$ cat src/rtl/pipe_pkg.sv
// Shared pipeline definitions for the ID-stage hazard/stall logic and the
// multiply/divide busy sequencer.
package pipe_pkg;

   localparam int T_W             = 5;
   localparam int RA_W            = 5;
   localparam int MD_CNT_W        = 4;
   localparam int MULT_CYCLES_DEF = 5;
   localparam int DIV_CYCLES_DEF  = 10;

   typedef enum logic [1:0] {
      MD_MULT  = 2'd0,
      MD_MULTU = 2'd1,
      MD_DIV   = 2'd2,
      MD_DIVU  = 2'd3
   } md_op_t;

   typedef enum logic {
      IDLE = 1'b0,
      BUSY = 1'b1
   } md_state_t;

   function automatic logic md_is_div(input logic [1:0] op);
      return (op == MD_DIV) || (op == MD_DIVU);
   endfunction

endpackage

$ cat src/rtl/hazard_stall_ctrl_if.sv
// Bundle of ID/EX/MEM hazard inputs and stall/MDU status outputs.
// master = pipeline side driving hazard info, slave = stall controller.
interface hazard_stall_ctrl_if
   import pipe_pkg::*;
#(
   parameter int CNT_W = 32
);

   logic                ifReGrf1_Id;
   logic                ifReGrf2_Id;
   logic [RA_W-1:0]     grfRa1_Id;
   logic [RA_W-1:0]     grfRa2_Id;
   logic [T_W-1:0]      tUseRs_Id;
   logic [T_W-1:0]      tUseRt_Id;
   logic                ifMd_Id;
   logic                ifWrGrf_Ex;
   logic [RA_W-1:0]     grfWa_Ex;
   logic [T_W-1:0]      tNew_Ex;
   logic                ifWrGrf_Mem;
   logic [RA_W-1:0]     grfWa_Mem;
   logic [T_W-1:0]      tNew_Mem;
   logic                mdStart_Ex;
   logic [1:0]          mdOp_Ex;
   logic                flush_Mem;
   logic                clrCnt;
   logic                ifStall;
   logic                mdBusy;
   logic [MD_CNT_W-1:0] mdCnt;
   logic                mdDone;
   logic [CNT_W-1:0]    stallCnt;

   modport master (
      output ifReGrf1_Id, ifReGrf2_Id, grfRa1_Id, grfRa2_Id, tUseRs_Id, tUseRt_Id,
             ifMd_Id, ifWrGrf_Ex, grfWa_Ex, tNew_Ex, ifWrGrf_Mem, grfWa_Mem,
             tNew_Mem, mdStart_Ex, mdOp_Ex, flush_Mem, clrCnt,
      input  ifStall, mdBusy, mdCnt, mdDone, stallCnt
   );

   modport slave (
      input  ifReGrf1_Id, ifReGrf2_Id, grfRa1_Id, grfRa2_Id, tUseRs_Id, tUseRt_Id,
             ifMd_Id, ifWrGrf_Ex, grfWa_Ex, tNew_Ex, ifWrGrf_Mem, grfWa_Mem,
             tNew_Mem, mdStart_Ex, mdOp_Ex, flush_Mem, clrCnt,
      output ifStall, mdBusy, mdCnt, mdDone, stallCnt
   );

endinterface

$ cat src/rtl/md_busy_fsm.sv
// Multiply/divide busy sequencer: counts down the MDU latency after a start
// and pulses done in the first idle cycle afterwards.
module md_busy_fsm
   import pipe_pkg::*;
#(
   parameter int MULT_CYCLES = MULT_CYCLES_DEF,
   parameter int DIV_CYCLES  = DIV_CYCLES_DEF
) (
   input  logic                clk,
   input  logic                reset_n,
   input  logic                start_i,
   input  logic                flush_i,
   input  logic [1:0]          op_i,
   output logic                busy_o,
   output logic [MD_CNT_W-1:0] cnt_o,
   output logic                done_o
);

   localparam logic [MD_CNT_W-1:0] MULT_LOAD = MD_CNT_W'(MULT_CYCLES);
   localparam logic [MD_CNT_W-1:0] DIV_LOAD  = MD_CNT_W'(DIV_CYCLES);
   localparam logic [MD_CNT_W-1:0] CNT_ONE   = MD_CNT_W'(1);

   md_state_t           state_q;
   logic [MD_CNT_W-1:0] cnt_q;
   logic                busy_q;
   logic                done_q;

   always_ff @(posedge clk or negedge reset_n) begin
      if (!reset_n) begin
         state_q <= IDLE;
         cnt_q   <= '0;
         busy_q  <= 1'b0;
         done_q  <= 1'b0;
      end else begin
         done_q <= 1'b0;
         case (state_q)
            IDLE: begin
               // A flushed start belongs to a squashed instruction.
               if (start_i && !flush_i) begin
                  state_q <= BUSY;
                  busy_q  <= 1'b1;
                  cnt_q   <= md_is_div(op_i) ? DIV_LOAD : MULT_LOAD;
               end
            end
            BUSY: begin
               // Starts and flushes are ignored here; the op already committed.
               if (cnt_q == CNT_ONE) begin
                  state_q <= IDLE;
                  busy_q  <= 1'b0;
                  cnt_q   <= '0;
                  done_q  <= 1'b1;
               end else begin
                  cnt_q <= cnt_q - CNT_ONE;
               end
            end
            default: begin
               state_q <= IDLE;
               busy_q  <= 1'b0;
               cnt_q   <= '0;
            end
         endcase
      end
   end

   assign busy_o = busy_q;
   assign cnt_o  = cnt_q;
   assign done_o = done_q;

endmodule

$ cat src/rtl/hazard_stall_ctrl.sv
// ID-stage stall generator: GRF tUse/tNew hazard compare, MDU busy interlock
// and a saturating stall-cycle counter.
module hazard_stall_ctrl
   import pipe_pkg::*;
#(
   parameter int MULT_CYCLES = MULT_CYCLES_DEF,
   parameter int DIV_CYCLES  = DIV_CYCLES_DEF,
   parameter int CNT_W       = 32
) (
   input  logic                clk,
   input  logic                reset_n,
   hazard_stall_ctrl_if.slave  bus
);

   logic             hazRs;
   logic             hazRt;
   logic             mdHaz;
   logic             ifStall;
   logic             mdBusy;
   logic [CNT_W-1:0] stallCnt_q;
   logic [CNT_W-1:0] stallCnt_d;

   md_busy_fsm #(
      .MULT_CYCLES (MULT_CYCLES),
      .DIV_CYCLES  (DIV_CYCLES)
   ) u_md_busy_fsm (
      .clk     (clk),
      .reset_n (reset_n),
      .start_i (bus.mdStart_Ex),
      .flush_i (bus.flush_Mem),
      .op_i    (bus.mdOp_Ex),
      .busy_o  (mdBusy),
      .cnt_o   (bus.mdCnt),
      .done_o  (bus.mdDone)
   );

   // $0 is hardwired, so a match on it is never a real dependency.
   assign hazRs = bus.ifReGrf1_Id && (bus.grfRa1_Id != '0) &&
                  ((bus.ifWrGrf_Ex  && (bus.grfRa1_Id == bus.grfWa_Ex)  && (bus.tUseRs_Id < bus.tNew_Ex)) ||
                   (bus.ifWrGrf_Mem && (bus.grfRa1_Id == bus.grfWa_Mem) && (bus.tUseRs_Id < bus.tNew_Mem)));

   assign hazRt = bus.ifReGrf2_Id && (bus.grfRa2_Id != '0) &&
                  ((bus.ifWrGrf_Ex  && (bus.grfRa2_Id == bus.grfWa_Ex)  && (bus.tUseRt_Id < bus.tNew_Ex)) ||
                   (bus.ifWrGrf_Mem && (bus.grfRa2_Id == bus.grfWa_Mem) && (bus.tUseRt_Id < bus.tNew_Mem)));

   // The start cycle counts as busy so a HI/LO access right behind a mult waits.
   assign mdHaz   = bus.ifMd_Id && (mdBusy || bus.mdStart_Ex);
   assign ifStall = !bus.flush_Mem && (hazRs || hazRt || mdHaz);

   always_comb begin
      stallCnt_d = stallCnt_q;
      if (bus.clrCnt) begin
         stallCnt_d = '0;
      end else if (ifStall && !(&stallCnt_q)) begin
         stallCnt_d = stallCnt_q + CNT_W'(1);
      end
   end

   always_ff @(posedge clk or negedge reset_n) begin
      if (!reset_n) begin
         stallCnt_q <= '0;
      end else begin
         stallCnt_q <= stallCnt_d;
      end
   end

   assign bus.ifStall  = ifStall;
   assign bus.mdBusy   = mdBusy;
   assign bus.stallCnt = stallCnt_q;

endmodule

$ cat src/flat_wrapper.sv
// flat-port wrapper written by rule: the top's interface ports become plain ports
module hazard_stall_ctrl_flat import pipe_pkg::*;
#(
   parameter int MULT_CYCLES = MULT_CYCLES_DEF,
   parameter int DIV_CYCLES  = DIV_CYCLES_DEF,
   parameter int CNT_W       = 32
)
  (clk, reset_n, bus_ifReGrf1_Id, bus_ifReGrf2_Id, bus_grfRa1_Id, bus_grfRa2_Id, bus_tUseRs_Id, bus_tUseRt_Id, bus_ifMd_Id, bus_ifWrGrf_Ex, bus_grfWa_Ex, bus_tNew_Ex, bus_ifWrGrf_Mem, bus_grfWa_Mem, bus_tNew_Mem, bus_mdStart_Ex, bus_mdOp_Ex, bus_flush_Mem, bus_clrCnt, bus_ifStall, bus_mdBusy, bus_mdCnt, bus_mdDone, bus_stallCnt);
  hazard_stall_ctrl_if #(.CNT_W(CNT_W)) bus_i ();
  input  logic clk;
  input  logic reset_n;
  input wire logic [$bits(bus_i.ifReGrf1_Id)-1:0] bus_ifReGrf1_Id;
  input wire logic [$bits(bus_i.ifReGrf2_Id)-1:0] bus_ifReGrf2_Id;
  input wire logic [$bits(bus_i.grfRa1_Id)-1:0] bus_grfRa1_Id;
  input wire logic [$bits(bus_i.grfRa2_Id)-1:0] bus_grfRa2_Id;
  input wire logic [$bits(bus_i.tUseRs_Id)-1:0] bus_tUseRs_Id;
  input wire logic [$bits(bus_i.tUseRt_Id)-1:0] bus_tUseRt_Id;
  input wire logic [$bits(bus_i.ifMd_Id)-1:0] bus_ifMd_Id;
  input wire logic [$bits(bus_i.ifWrGrf_Ex)-1:0] bus_ifWrGrf_Ex;
  input wire logic [$bits(bus_i.grfWa_Ex)-1:0] bus_grfWa_Ex;
  input wire logic [$bits(bus_i.tNew_Ex)-1:0] bus_tNew_Ex;
  input wire logic [$bits(bus_i.ifWrGrf_Mem)-1:0] bus_ifWrGrf_Mem;
  input wire logic [$bits(bus_i.grfWa_Mem)-1:0] bus_grfWa_Mem;
  input wire logic [$bits(bus_i.tNew_Mem)-1:0] bus_tNew_Mem;
  input wire logic [$bits(bus_i.mdStart_Ex)-1:0] bus_mdStart_Ex;
  input wire logic [$bits(bus_i.mdOp_Ex)-1:0] bus_mdOp_Ex;
  input wire logic [$bits(bus_i.flush_Mem)-1:0] bus_flush_Mem;
  input wire logic [$bits(bus_i.clrCnt)-1:0] bus_clrCnt;
  output wire logic [$bits(bus_i.ifStall)-1:0] bus_ifStall;
  output wire logic [$bits(bus_i.mdBusy)-1:0] bus_mdBusy;
  output wire logic [$bits(bus_i.mdCnt)-1:0] bus_mdCnt;
  output wire logic [$bits(bus_i.mdDone)-1:0] bus_mdDone;
  output wire logic [$bits(bus_i.stallCnt)-1:0] bus_stallCnt;
  assign bus_i.ifReGrf1_Id = bus_ifReGrf1_Id;
  assign bus_i.ifReGrf2_Id = bus_ifReGrf2_Id;
  assign bus_i.grfRa1_Id = bus_grfRa1_Id;
  assign bus_i.grfRa2_Id = bus_grfRa2_Id;
  assign bus_i.tUseRs_Id = bus_tUseRs_Id;
  assign bus_i.tUseRt_Id = bus_tUseRt_Id;
  assign bus_i.ifMd_Id = bus_ifMd_Id;
  assign bus_i.ifWrGrf_Ex = bus_ifWrGrf_Ex;
  assign bus_i.grfWa_Ex = bus_grfWa_Ex;
  assign bus_i.tNew_Ex = bus_tNew_Ex;
  assign bus_i.ifWrGrf_Mem = bus_ifWrGrf_Mem;
  assign bus_i.grfWa_Mem = bus_grfWa_Mem;
  assign bus_i.tNew_Mem = bus_tNew_Mem;
  assign bus_i.mdStart_Ex = bus_mdStart_Ex;
  assign bus_i.mdOp_Ex = bus_mdOp_Ex;
  assign bus_i.flush_Mem = bus_flush_Mem;
  assign bus_i.clrCnt = bus_clrCnt;
  assign bus_ifStall = bus_i.ifStall;
  assign bus_mdBusy = bus_i.mdBusy;
  assign bus_mdCnt = bus_i.mdCnt;
  assign bus_mdDone = bus_i.mdDone;
  assign bus_stallCnt = bus_i.stallCnt;
  hazard_stall_ctrl #(.MULT_CYCLES(MULT_CYCLES), .DIV_CYCLES(DIV_CYCLES), .CNT_W(CNT_W)) u_core (.clk(clk), .reset_n(reset_n), .bus(bus_i));
endmodule
$ cat config.mk
export PLATFORM = sky130hd
export DESIGN_NAME = hazard_stall_ctrl_flat
export DESIGN_NICKNAME = d
export VERILOG_FILES = /design/src/rtl/pipe_pkg.sv /design/src/rtl/hazard_stall_ctrl_if.sv /design/src/rtl/md_busy_fsm.sv /design/src/rtl/hazard_stall_ctrl.sv /design/src/flat_wrapper.sv
export SDC_FILE = /design/constraint.sdc
export NUM_CORES = 1
export LEC_CHECK = 0
export ABC_AREA = 1
export CORE_ASPECT_RATIO = 1.4
export CORE_MARGIN = 8
export CORE_UTILIZATION = 50
export DETAILED_ROUTE_END_ITERATION = 8
export GPL_ROUTABILITY_DRIVEN = 1
export MAX_ROUTING_LAYER = met4
export PLACE_DENSITY = 0.82
export SYNTH_ARGS = -nofsm -noshare
export SYNTH_HDL_FRONTEND = slang
export SYNTH_SLANG_ARGS = --single-unit
$ cat constraint.sdc
create_clock -name clk -period 2.1 [get_ports clk]
set_input_delay 0.21 -clock clk [delete_from_list [all_inputs] [get_ports clk]]
set_output_delay 0.21 -clock clk [all_outputs]
set_load 0.03 [all_outputs]
==> flow_metrics.tcl <==
set metrics [dict create \
    cp_max_fo 2 \
    avgSynthCellArea_sq_um 6.20 \
    wl_um 11000 \
    overflow 0 \
    grt_max_degree 33 \
    cts_buffers 5 \
    drc_errors 0 \
    clk_pin_slew_ns 0.08 \
    grt_pass1_vias 3916 \
    ys_seq_area_share_pct 28.1 \
    grt_pass1_wl_um 17700 \
    drive_gt1_share_pct 10.2 \
    synthTopCellsByArea "dfrtp_1 28%, nand2_1 23%, nor2_1 8.7%" \
    flow.area_growth_from_synthesis_pct 40.0 \
    powerDensity_nw_per_um2 525 \
    ios 91 \
    placed_cells 747 \
    mostFrequentLayoutCells "209 x nand2_1, 77 x clkdlybuf4s50_1, 76 x nor2_1" \
    grt_use_total_pct 23.2 \
    worst_slew_pin_slew_ns 0.521 \
    synth_top_area_share_pct 28.1 \
    initial_core_util_pct 50.7 \
    num_rows 36 \
    diodes 0 \
    dr.pass1.iters 4 \
    p_leak_nw 2.36 \
    synth_edf_count 0 \
    cap_violations 0 \
    cp_cell_sequence "clkdlybuf4s50_1, inv_1, ha_1, nand2_1, nand2_1, nand2_1, nand2_1, nand2_1, nand2_1, nand2_1, nand2_1, nand3_2, nand2_2, inv_2, buf_6" \
    synth.distinct_cells 28 \
    clock-skew-final_ns 0.00778 \
    slew_headroom_pct 65.2 \
    place_congestion 0.944 \
    crit_path_frequent_cell "nand2_1" \
    dieHeight_um 115 \
    critPathKind "in -> out" \
    clock_path_buffers 2 \
    status "finished clean" \
    hpwl_um 8770 \
    path_buf_inv 4 \
    clk_latency_ns 0.31 \
    core_sq_um 6850 \
    post-route-period-util_pct 96.2 \
    yosys_warnings 0 \
    antenna_found_initial 0 \
    fin_cells 759 \
    crit_slowest_cell "clkdlybuf4s50_1" \
    portBuffers 89 \
    fin_nets 734 \
    whs_ns 0.406 \
    syn_area_sq_um 3470 \
    htree_levels 2 \
    rrSetupSlack_ns 0.10 \
    cts.sink_count 39 \
    wl_per_cell_um 14.4 \
    drt_iter0_markers 224 \
    design_area_sq_um 4860 \
    ys_ff_latch 39 \
    worstPathRequired_ns 1.89 \
    r2r-end "u_core.bus.stallCnt[4]" \
    fp.dieArea_sq_um 9900 \
    vias_per_cell 5.09 \
    synthArstFlopShare_pct 100 \
    r2r-start "u_core.bus.stallCnt[0]" \
    max_clock_freq_mhz 495 \
    yosysTopAreaCell "dfrtp_1" \
    synth_nets 631 \
    critPathArrivalTime_ns 1.81 \
    dpl-instance-area_sq_um 4540 \
    period_needed_ns 2.02 \
    cts_tree "yes" \
    drv_slew 0 \
    end_kind "primary output" \
    crit_family "buffers and inverters" \
    hold_class "in -> async" \
    fp.dieW_um 86.4 \
    synthesis.instances 560 \
    hold_viol_final 0 \
    fillers 569 \
    setup_viol 0 \
    vdd_drop_max_mv 0.269 \
    critPathMaxStageDelay_ns 0.46 \
    synth_ff_type "dfrtp_1" \
    ant_nets 0 \
    clockRootBuffer "clkbuf_8" \
    vias 3866 \
    start_kind "primary input" \
    mostFrequentLayoutCell "nand2_1" \
    reg2reg_depth 13 \
]
-- power by group --
group / switching [W] / internal, W
combinational: 0.000568 / 0.000438
sequential: 0.0000812 / 0.000827
clock: 0.000283 / 0.000354
total: 0.000932 / 0.00162
-- layer usage --
metal / part of all wire [%] / GRT usage (%) / wire (um)
met1: 38 / 22.7 / 4140
met2: 53 / 42.9 / 5790
met3: 5.1 / 3.59 / 556
met4: 4.3 / 11.2 / 474
met5: 0 / - / 0
-- cells in the mapped netlist (2+ instances only) --
library cell    n
nand2_1       212
nor2_1         80
inv_1          69
dfrtp_1        39
nand3_1        36
ha_1           19
xor2_1         17
nor3_1         16
nand4_1        12
xnor2_1        12
o21ai_0         8
clkbuf_1        7
a21oi_1         4
inv_2           4
nor4_1          4
buf_4           3
buf_6           3
nand3_2         3
nor2_4          2
nor3b_1         2
-- how the worst max path moves through the flow --
stage                      startpoint                       to  slack, ns  cells after the start
4_1_cts                bus_tNew_Ex[4]              bus_ifStall      0.005                     15
3_3_place_gp          bus_tNew_Mem[4]  u_core.bus.stallCnt[21]      -0.24                     16
6_report               bus_tNew_Ex[1]              bus_ifStall       0.08                     15
3_5_place_dp          bus_tNew_Mem[4]   u_core.bus.stallCnt[4]      -0.27                     16
2_1_floorplan  u_core.bus.stallCnt[0]   u_core.bus.stallCnt[2]       0.09                     13
5_1_grt                bus_tNew_Ex[1]              bus_ifStall      -0.05                     15
-- sequential cells by signal, summed over array words and instances, names as in the netlist --
name	flops
u_core.u_md_busy_fsm.cnt_o	4
u_core.u_md_busy_fsm.done_o	1
u_core.bus.stallCnt	32
u_core.u_md_busy_fsm.busy_o	1
u_core.u_md_busy_fsm.state_q	1
-- layout make-up --
type / count / area (sq um) / share of cell area (%)
multi-input combinational: 435 / 2280 / 47.0
clock buffer: 5 / 68.8 / 1.42
tap: 95 / 119 / 2.45
clock inverter: 3 / 43.8 / 0.902
inverter: 73 / 274 / 5.64
timing repair buffer: 109 / 1090 / 22.4
sequential: 39 / 978 / 20.1
-- repair_timing --
item,CTS,global route
endpoints found under the hold margin,22,0
resized for setup,11,31
setup endpoints to repair,1,33
pin swaps,9,16
hold buffers,1,0
setup buffers,0,3
-- metrics by stage --
stage / power, W / setup TNS (ns) / setup slack [ns] / utilization (%)
floorplan: 0.00146 / 0 / 0.0947 / -
global placement: 0.00184 / -7.20 / -0.241 / 66.3
detailed placement: 0.00187 / -7.41 / -0.267 / 66.3
CTS: 0.00252 / 0 / 0.00484 / 68.8
global route: 0.00269 / -0.170 / -0.0455 / 70.9
finish: 0.00255 / 0 / 0.0800 / 70.9
-- cell families after synthesis --
kind of cell	synth area share, %
AO/OA/AOI/OAI	2.60
flip-flops	28.1
adder cells (fa/ha/maj)	6.85
AND/OR/NAND/NOR	44.8
buffers and inverters	10.3
XOR/XNOR	7.32
Note: power is estimated with default switching activity, not from simulation.
